**src/rtl/spi_slave_pkg.sv**
```systemverilog
// Shared definitions for the SPI frame slave.
//   SPI_MODE0..3 : {CPOL,CPHA} encodings
//   MSGID_W      : width of the frame header compared against MSGID
//   clog2        : ceil(log2(value)), used to size the bit counter
//   frm_state_t  : frame FSM states
package spi_slave_pkg;

   localparam logic [1:0] SPI_MODE0 = 2'd0;
   localparam logic [1:0] SPI_MODE1 = 2'd1;
   localparam logic [1:0] SPI_MODE2 = 2'd2;
   localparam logic [1:0] SPI_MODE3 = 2'd3;

   localparam int unsigned MSGID_W = 32;

   typedef enum logic {
      FRM_IDLE,
      FRM_ACTIVE
   } frm_state_t;

   function automatic int unsigned clog2(input int unsigned value);
      int unsigned result;
      result = 0;
      for (int unsigned pow = 1; pow < value; pow = pow << 1) begin
         result = result + 1;
      end
      return result;
   endfunction

endpackage

```
**src/rtl/spi_slave_frame_sync.sv**
```systemverilog
// 2-FF synchroniser for one asynchronous SPI pin, followed by a registered
// edge detector.
//   clk, rst_n : system clock, asynchronous active-low reset
//   async_i    : raw pin
//   sync_o     : synchronised level
//   rise_o     : 1-cycle pulse on a synchronised rising edge
//   fall_o     : 1-cycle pulse on a synchronised falling edge
module spi_sync (
   input  logic clk,
   input  logic rst_n,
   input  logic async_i,
   output logic sync_o,
   output logic rise_o,
   output logic fall_o
);

   // [0],[1] synchroniser stages; [2] previous synchronised level
   logic [2:0] pipe_q, pipe_d;

   always_comb begin
      pipe_d = {pipe_q[1:0], async_i};
   end

   always_ff @(posedge clk or negedge rst_n) begin
      if (!rst_n) begin
         pipe_q <= '0;
      end else begin
         pipe_q <= pipe_d;
      end
   end

   assign sync_o = pipe_q[1];
   assign rise_o = pipe_q[1] & ~pipe_q[2];
   assign fall_o = ~pipe_q[1] & pipe_q[2];

endmodule

```
**src/rtl/spi_slave_frame.sv**
```systemverilog
// SPI slave exchanging one fixed-length frame per SSEL-low window.
//   clk, rst_n  : system clock, asynchronous active-low reset
//   SPI_SCK     : serial clock (asynchronous)
//   SPI_SSEL    : chip select, active low (asynchronous)
//   SPI_MOSI    : host -> slave data
//   SPI_MISO    : slave -> host data, MSB first, 0 while deselected
//   tx_data     : frame to transmit, captured at SSEL fall
//   rx_data     : last accepted frame
//   rx_valid    : 1-cycle pulse when rx_data updates
//   frame_err   : 1-cycle pulse when a frame is rejected
//   pkg_timeout : 1 while no frame was accepted within TIMEOUT cycles
module spi_slave_frame
   import spi_slave_pkg::*;
#(
   parameter int unsigned BUFFER_SIZE = 96,
   parameter logic [31:0] MSGID       = 32'h74697277,
   parameter int unsigned SPI_MODE    = 0,
   parameter logic [31:0] TIMEOUT     = 32'd5000000
) (
   input  logic                   clk,
   input  logic                   rst_n,
   input  logic                   SPI_SCK,
   input  logic                   SPI_SSEL,
   input  logic                   SPI_MOSI,
   output logic                   SPI_MISO,
   input  logic [BUFFER_SIZE-1:0] tx_data,
   output logic [BUFFER_SIZE-1:0] rx_data,
   output logic                   rx_valid,
   output logic                   frame_err,
   output logic                   pkg_timeout
);

   localparam logic [1:0]       MODE     = 2'(SPI_MODE);
   localparam bit               CPOL     = (MODE == SPI_MODE2) || (MODE == SPI_MODE3);
   localparam bit               CPHA     = (MODE == SPI_MODE1) || (MODE == SPI_MODE3);
   localparam int unsigned      CNT_W    = clog2(BUFFER_SIZE + 2);
   localparam logic [CNT_W-1:0] BIT_FULL = CNT_W'(BUFFER_SIZE);
   localparam logic [CNT_W-1:0] BIT_SAT  = CNT_W'(BUFFER_SIZE + 1);

   logic sck_rise, sck_fall, sck_level_unused;
   logic ssel_rise, ssel_fall, ssel_level_unused;
   logic mosi_s, mosi_rise_unused, mosi_fall_unused;

   spi_sync u_sync_sck (
      .clk    (clk),
      .rst_n  (rst_n),
      .async_i(SPI_SCK),
      .sync_o (sck_level_unused),
      .rise_o (sck_rise),
      .fall_o (sck_fall)
   );

   spi_sync u_sync_ssel (
      .clk    (clk),
      .rst_n  (rst_n),
      .async_i(SPI_SSEL),
      .sync_o (ssel_level_unused),
      .rise_o (ssel_rise),
      .fall_o (ssel_fall)
   );

   spi_sync u_sync_mosi (
      .clk    (clk),
      .rst_n  (rst_n),
      .async_i(SPI_MOSI),
      .sync_o (mosi_s),
      .rise_o (mosi_rise_unused),
      .fall_o (mosi_fall_unused)
   );

   frm_state_t             state_q, state_d;
   logic [CNT_W-1:0]       bit_cnt_q, bit_cnt_d;
   logic [BUFFER_SIZE-1:0] rx_shift_q, rx_shift_d;
   logic [BUFFER_SIZE-1:0] tx_shift_q, tx_shift_d;
   logic [BUFFER_SIZE-1:0] rx_data_q, rx_data_d;
   logic                   miso_q, miso_d;
   logic                   rx_valid_q, rx_valid_d;
   logic                   frame_err_q, frame_err_d;
   logic [31:0]            tmo_cnt_q, tmo_cnt_d;
   logic                   pkg_timeout_q, pkg_timeout_d;

   logic lead_edge, trail_edge, sample_edge, shift_edge;

   always_comb begin
      lead_edge   = CPOL ? sck_fall : sck_rise;
      trail_edge  = CPOL ? sck_rise : sck_fall;
      sample_edge = CPHA ? trail_edge : lead_edge;
      shift_edge  = CPHA ? lead_edge : trail_edge;

      state_d       = state_q;
      bit_cnt_d     = bit_cnt_q;
      rx_shift_d    = rx_shift_q;
      tx_shift_d    = tx_shift_q;
      rx_data_d     = rx_data_q;
      miso_d        = miso_q;
      rx_valid_d    = 1'b0;
      frame_err_d   = 1'b0;
      tmo_cnt_d     = (tmo_cnt_q >= TIMEOUT) ? tmo_cnt_q : tmo_cnt_q + 32'd1;
      pkg_timeout_d = (tmo_cnt_q >= TIMEOUT);

      unique case (state_q)
         FRM_IDLE: begin
            // Entered only on an observed SSEL fall, so a reset released
            // mid-frame waits for the next fall.
            miso_d = 1'b0;
            if (ssel_fall) begin
               state_d    = FRM_ACTIVE;
               bit_cnt_d  = '0;
               rx_shift_d = '0;
               // MSB goes out at SSEL fall in every mode; tx_shift then holds
               // the remaining bits MSB-aligned. This is why the CPHA=1
               // leading edge at bit count 0 must not shift again.
               miso_d     = tx_data[BUFFER_SIZE-1];
               tx_shift_d = tx_data << 1;
            end
         end
         FRM_ACTIVE: begin
            if (ssel_rise) begin
               state_d = FRM_IDLE;
               miso_d  = 1'b0;
               if (bit_cnt_q == BIT_FULL &&
                   rx_shift_q[BUFFER_SIZE-1 -: MSGID_W] == MSGID) begin
                  rx_data_d  = rx_shift_q;
                  rx_valid_d = 1'b1;
                  tmo_cnt_d  = '0;
               end else begin
                  frame_err_d = 1'b1;
               end
            end else begin
               if (sample_edge) begin
                  rx_shift_d = {rx_shift_q[BUFFER_SIZE-2:0], mosi_s};
                  if (bit_cnt_q != BIT_SAT) begin
                     bit_cnt_d = bit_cnt_q + CNT_W'(1);
                  end
               end
               if (shift_edge && !(CPHA && bit_cnt_q == '0)) begin
                  miso_d     = tx_shift_q[BUFFER_SIZE-1];
                  tx_shift_d = tx_shift_q << 1;
               end
            end
         end
         default: state_d = FRM_IDLE;
      endcase
   end

   always_ff @(posedge clk or negedge rst_n) begin
      if (!rst_n) begin
         state_q       <= FRM_IDLE;
         bit_cnt_q     <= '0;
         rx_shift_q    <= '0;
         tx_shift_q    <= '0;
         rx_data_q     <= '0;
         miso_q        <= 1'b0;
         rx_valid_q    <= 1'b0;
         frame_err_q   <= 1'b0;
         tmo_cnt_q     <= TIMEOUT;
         pkg_timeout_q <= 1'b1;
      end else begin
         state_q       <= state_d;
         bit_cnt_q     <= bit_cnt_d;
         rx_shift_q    <= rx_shift_d;
         tx_shift_q    <= tx_shift_d;
         rx_data_q     <= rx_data_d;
         miso_q        <= miso_d;
         rx_valid_q    <= rx_valid_d;
         frame_err_q   <= frame_err_d;
         tmo_cnt_q     <= tmo_cnt_d;
         pkg_timeout_q <= pkg_timeout_d;
      end
   end

   assign SPI_MISO    = miso_q;
   assign rx_data     = rx_data_q;
   assign rx_valid    = rx_valid_q;
   assign frame_err   = frame_err_q;
   assign pkg_timeout = pkg_timeout_q;

endmodule
```
**config.mk**
```make
export PLATFORM = sky130hd
export DESIGN_NAME = spi_slave_frame
export DESIGN_NICKNAME = d
export VERILOG_FILES = /design/src/rtl/spi_slave_pkg.sv /design/src/rtl/spi_slave_frame_sync.sv /design/src/rtl/spi_slave_frame.sv
export SDC_FILE = /design/constraint.sdc
export NUM_CORES = 1
export LEC_CHECK = 0
export ABC_AREA = 1
export ABC_CLOCK_PERIOD_IN_PS = 4350
export CAP_MARGIN = 30
export CORE_ASPECT_RATIO = 2
export CORE_UTILIZATION = 30
export CTS_CLUSTER_DIAMETER = 60
export DETAILED_ROUTE_END_ITERATION = 6
export PLACE_DENSITY = 0.56
export SLEW_MARGIN = 20
export SYNTH_ARGS = -nofsm -noshare
export SYNTH_HDL_FRONTEND = slang
export SYNTH_SLANG_ARGS = --single-unit
```
**constraint.sdc**
```tcl
create_clock -name clk -period 4.35 [get_ports clk]
set_input_delay 0.87 -clock clk [delete_from_list [all_inputs] [get_ports clk]]
set_output_delay 0.87 -clock clk [all_outputs]
set_load 0.02 [all_outputs]
```
==> run_results.csv <==
group,metric,value,unit
power,pwr-share-seq,0.483,
cells_and_area,nNetsFinal,1851,
logic_synthesis,synth.avg_cell_area,8.94,um^2
clock_network,htreeDepth,2,
detailed_routing,post_drt_wl_per_cell,14.1,um
timing,fin_setup_tns,0,ps
logic_synthesis,ys_async_sr_fraction,1.00,
logic_synthesis,synth_adder_area_share,0.00441,
worst_hold_path,worstHoldPathType,"in2async",
logic_synthesis,synth_ff_type,"dfrtp_1",
flow_run,drv_cap,0,
timing,layout_min_cycle_time,2570,ps
timing,rsz0062_at_grt,"false",
logic_synthesis,yosys-top-cells-area,"dfrtp_1 58%, nand2_1 12%, nor2_1 5.2%",
power,netSwitchingPower,2170,uW
logic_synthesis,synth_top_area_frac,0.582,
die,rows,112,
setup_path,worstPathArrival,3010,ps
logic_synthesis,synth-seq-area-share,0.599,
power,total_power,7840,uW
global_routing,antenna_found_initial,1,
detailed_routing,drc,0,
detailed_routing,ant_nets,0,
die,design.core.area,0.0467,mm^2
logic_synthesis,synth.most_common_cell,"nand2_1",
detailed_routing,dr.pass1.iters,5,
logic_synthesis,synth_compound_area_frac,0.106,
setup_path,critPathKind,"reg2reg",
die,die_w,156,um
timing,finalSetupViolCount,0,
power,p_clk_frac,0.378,
timing,tightest_slew,937,ps
global_routing,grt_first_pass_wirelength,56400,um
placement,portBuffers,200,
die,num_io_pins,201,
power,p_leak,0.00798,uW
detailed_routing,via_count,11100,
logic_synthesis,ys_ff_latch,339,
power,switching_share,0.277,
logic_synthesis,yosysTopAreaCell,"dfrtp_1",
logic_synthesis,ys_warn_count,0,
global_routing,gr-usage-all-layers,0.145,
clock_network,tritoncts,"built",
cells_and_area,post-route-util,0.382,
clock_network,postCtsSetupBuffers,0,
timing,skew,17.5,ps
clock_network,cts_root_buffer,"clkbuf_16",
logic_synthesis,synth_common_cells,"442 x nand2_1, 330 x dfrtp_1, 196 x nor2_1",
power,internal-power,5660,uW
clock_network,cts-hold-fix-buffers,0,
timing,maxSlewViolCount,0,
die,initial_core_util,0.304,
logic_synthesis,synth_mux_area_frac,0,
setup_path,start_kind,"register",
power,ir_worst_vdd,289,uV
global_routing,grt_max_degree,109,
cells_and_area,fillers,4735,
global_routing,grt_overflow,0,
logic_synthesis,synth_top_family_by_area,"simple AND/OR/NAND/NOR gates",
setup_path,critPathRequiredTime,4790,ps
placement,routabilityCongestion,0.779,
logic_synthesis,synthCells,1587,
logic_synthesis,yosys.area_share.simple,0.226,
logic_synthesis,synth_area,0.0142,mm^2
detailed_routing,totalWireLength,33800,um
logic_synthesis,yosys.area_share.xor_xnor,0.00123,
detailed_routing,drtIter0Drc,549,
power,cellPowerDensity,440,mW/mm^2
clock_network,insertion_delay,530,ps
cells_and_area,layout-drive-gt1-share,0.0656,
clock_network,cts-buffers-inserted,35,
clock_network,cts.clk_slew.worst_paths,70,ps
clock_network,clock_sinks,339,
timing,hold_viol,0,
logic_synthesis,syn-num-nets,1693,
timing,min_period_over_period,0.591,
detailed_routing,vias_per_cell,4.61,
cells_and_area,area_delta_synth_final,25.7,%
power,combinationalPowerShare,0.139,
run_status,status,"finished clean",
timing,fmax,389,MHz
placement,post-dp-hpwl,22300,um
timing,slew_headroom,0.375,
global_routing,grt_pass1_vias,11200,
setup_path,cp_max_fo,92,
logic_synthesis,yosysUniqueCellTypes,32,
logic_synthesis,synth_edf_count,0,
die,dieArea,0.0482,mm^2
clock_network,cts_resized,0,
die,die_h,310,um
clock_network,clock_path_buffers,3,
setup_path,cp-end-kind,"register",
==> placed cells by master (no fill, tap or decap), types with 2 or more instances in the layout <==
cell type          n
clkbuf_16         36
dfstp_2            9
o21ai_0           44
nand2_1          442
nand3_2            3
clkinv_2           6
nor2_1           196
xor2_1             2
clkdlybuf4s50_1  199
ha_1               5
buf_8              2
buf_4             13
dfrtp_1          329
inv_8              2
clkbuf_1           9
nand3b_1           2
inv_1            107
nor3_1            11
o31ai_1           47
or2_2             19
a21oi_1           18
a31oi_1           95
o21ai_1           44
inv_2              2
clkbuf_8           6
nand3_1           90
nand2_4            2
nor2_2             2
nand4_1           11
buf_12             4
==> cells by family after synthesis <==
| group | Yosys count |
|---|---|
| adders and majority gates | 5 |
| xor gates and xnor gates | 2 |
| and+or+nand+nor | 782 |
| DFF | 339 |
| AOI/OAI and AO/OA | 251 |
| buffers and inverters | 208 |
==> per-layer routing <==
| metal | track usage | part of all wire | wire [um] |
|---|---|---|---|
| met4 | 0.0543 | 0.029 | 994 |
| met3 | 0.0372 | 0.063 | 2140 |
| met1 | 0.166 | 0.41 | 13700 |
| met5 | 0 | 0 | 0 |
| met2 | 0.257 | 0.50 | 17000 |
==> stage by stage <==
step,std cells,hold slack [ps],instance area [um^2],worst slack [ps]
global placement,2334,335,16700,1770
finish,2397,338,17800,1780
CTS,2395,351,17800,1740
detailed placement,2334,336,16700,1770
global route,2397,356,17800,1460
floorplan,1587,331,14200,2690
==> power groups by stage <==
stage	Sequential, uW	Clock [uW]	Combinational [uW]
6_report	3780	2970	1090
3_3_place_gp	3820	0	1090
3_5_place_dp	3830	0	1120
4_1_cts	3780	3080	1110
2_1_floorplan	3760	0	792
5_1_grt	3830	3190	1260
==> area by class of cell <==
type,count,area [um^2],share of cell area
diodes,1,2.50,0.000140
clock buffers,51,1020,0.0571
clock inverters,10,103,0.00576
inverters,111,420,0.0236
multi-input cells,1040,4800,0.269
flip-flops and latches,339,8500,0.477
well taps,627,785,0.0440
repair buffers,218,2200,0.123
==> final timing paths <==
| path | to | cells past startpoint | from | slack, ps |
|---|---|---|---|---|
| min in group clk | u_sync_sck.pipe_q[1] | 0 | u_sync_sck.pipe_q[0] | 350 |
| max in group asynchronous | pkg_timeout | 2 | rst_n | 3010 |
| setup reg to reg | tx_shift_q[28] | 5 | state_q | 1780 |
| hold reg to reg | u_sync_sck.pipe_q[1] | 0 | u_sync_sck.pipe_q[0] | 350 |
| hold / removal | tx_shift_q[84] | 1 | rst_n | 340 |
| setup / recovery | tx_shift_q[28] | 5 | state_q | 1780 |
==> worst max-delay path: stages, from the launching register on <==
cell	delay, ps
dfrtp_4	580
inv_4	150
buf_4	520
buf_4	780
nand2_1	130
a31oi_1	210
==> registers in the layout (all words and copies together) (netlist names), 2 cells and up <==
| signal | flops |
|---|---|
| bit_cnt_q | 7 |
| rx_shift_q | 96 |
| rx_data | 96 |
| tmo_cnt_q | 32 |
| tx_shift_q | 95 |
| u_sync_mosi.pipe_q | 2 |
| u_sync_ssel.pipe_q | 3 |
| u_sync_sck.pipe_q | 3 |
Note: power is estimated with default switching activity, not from simulation.
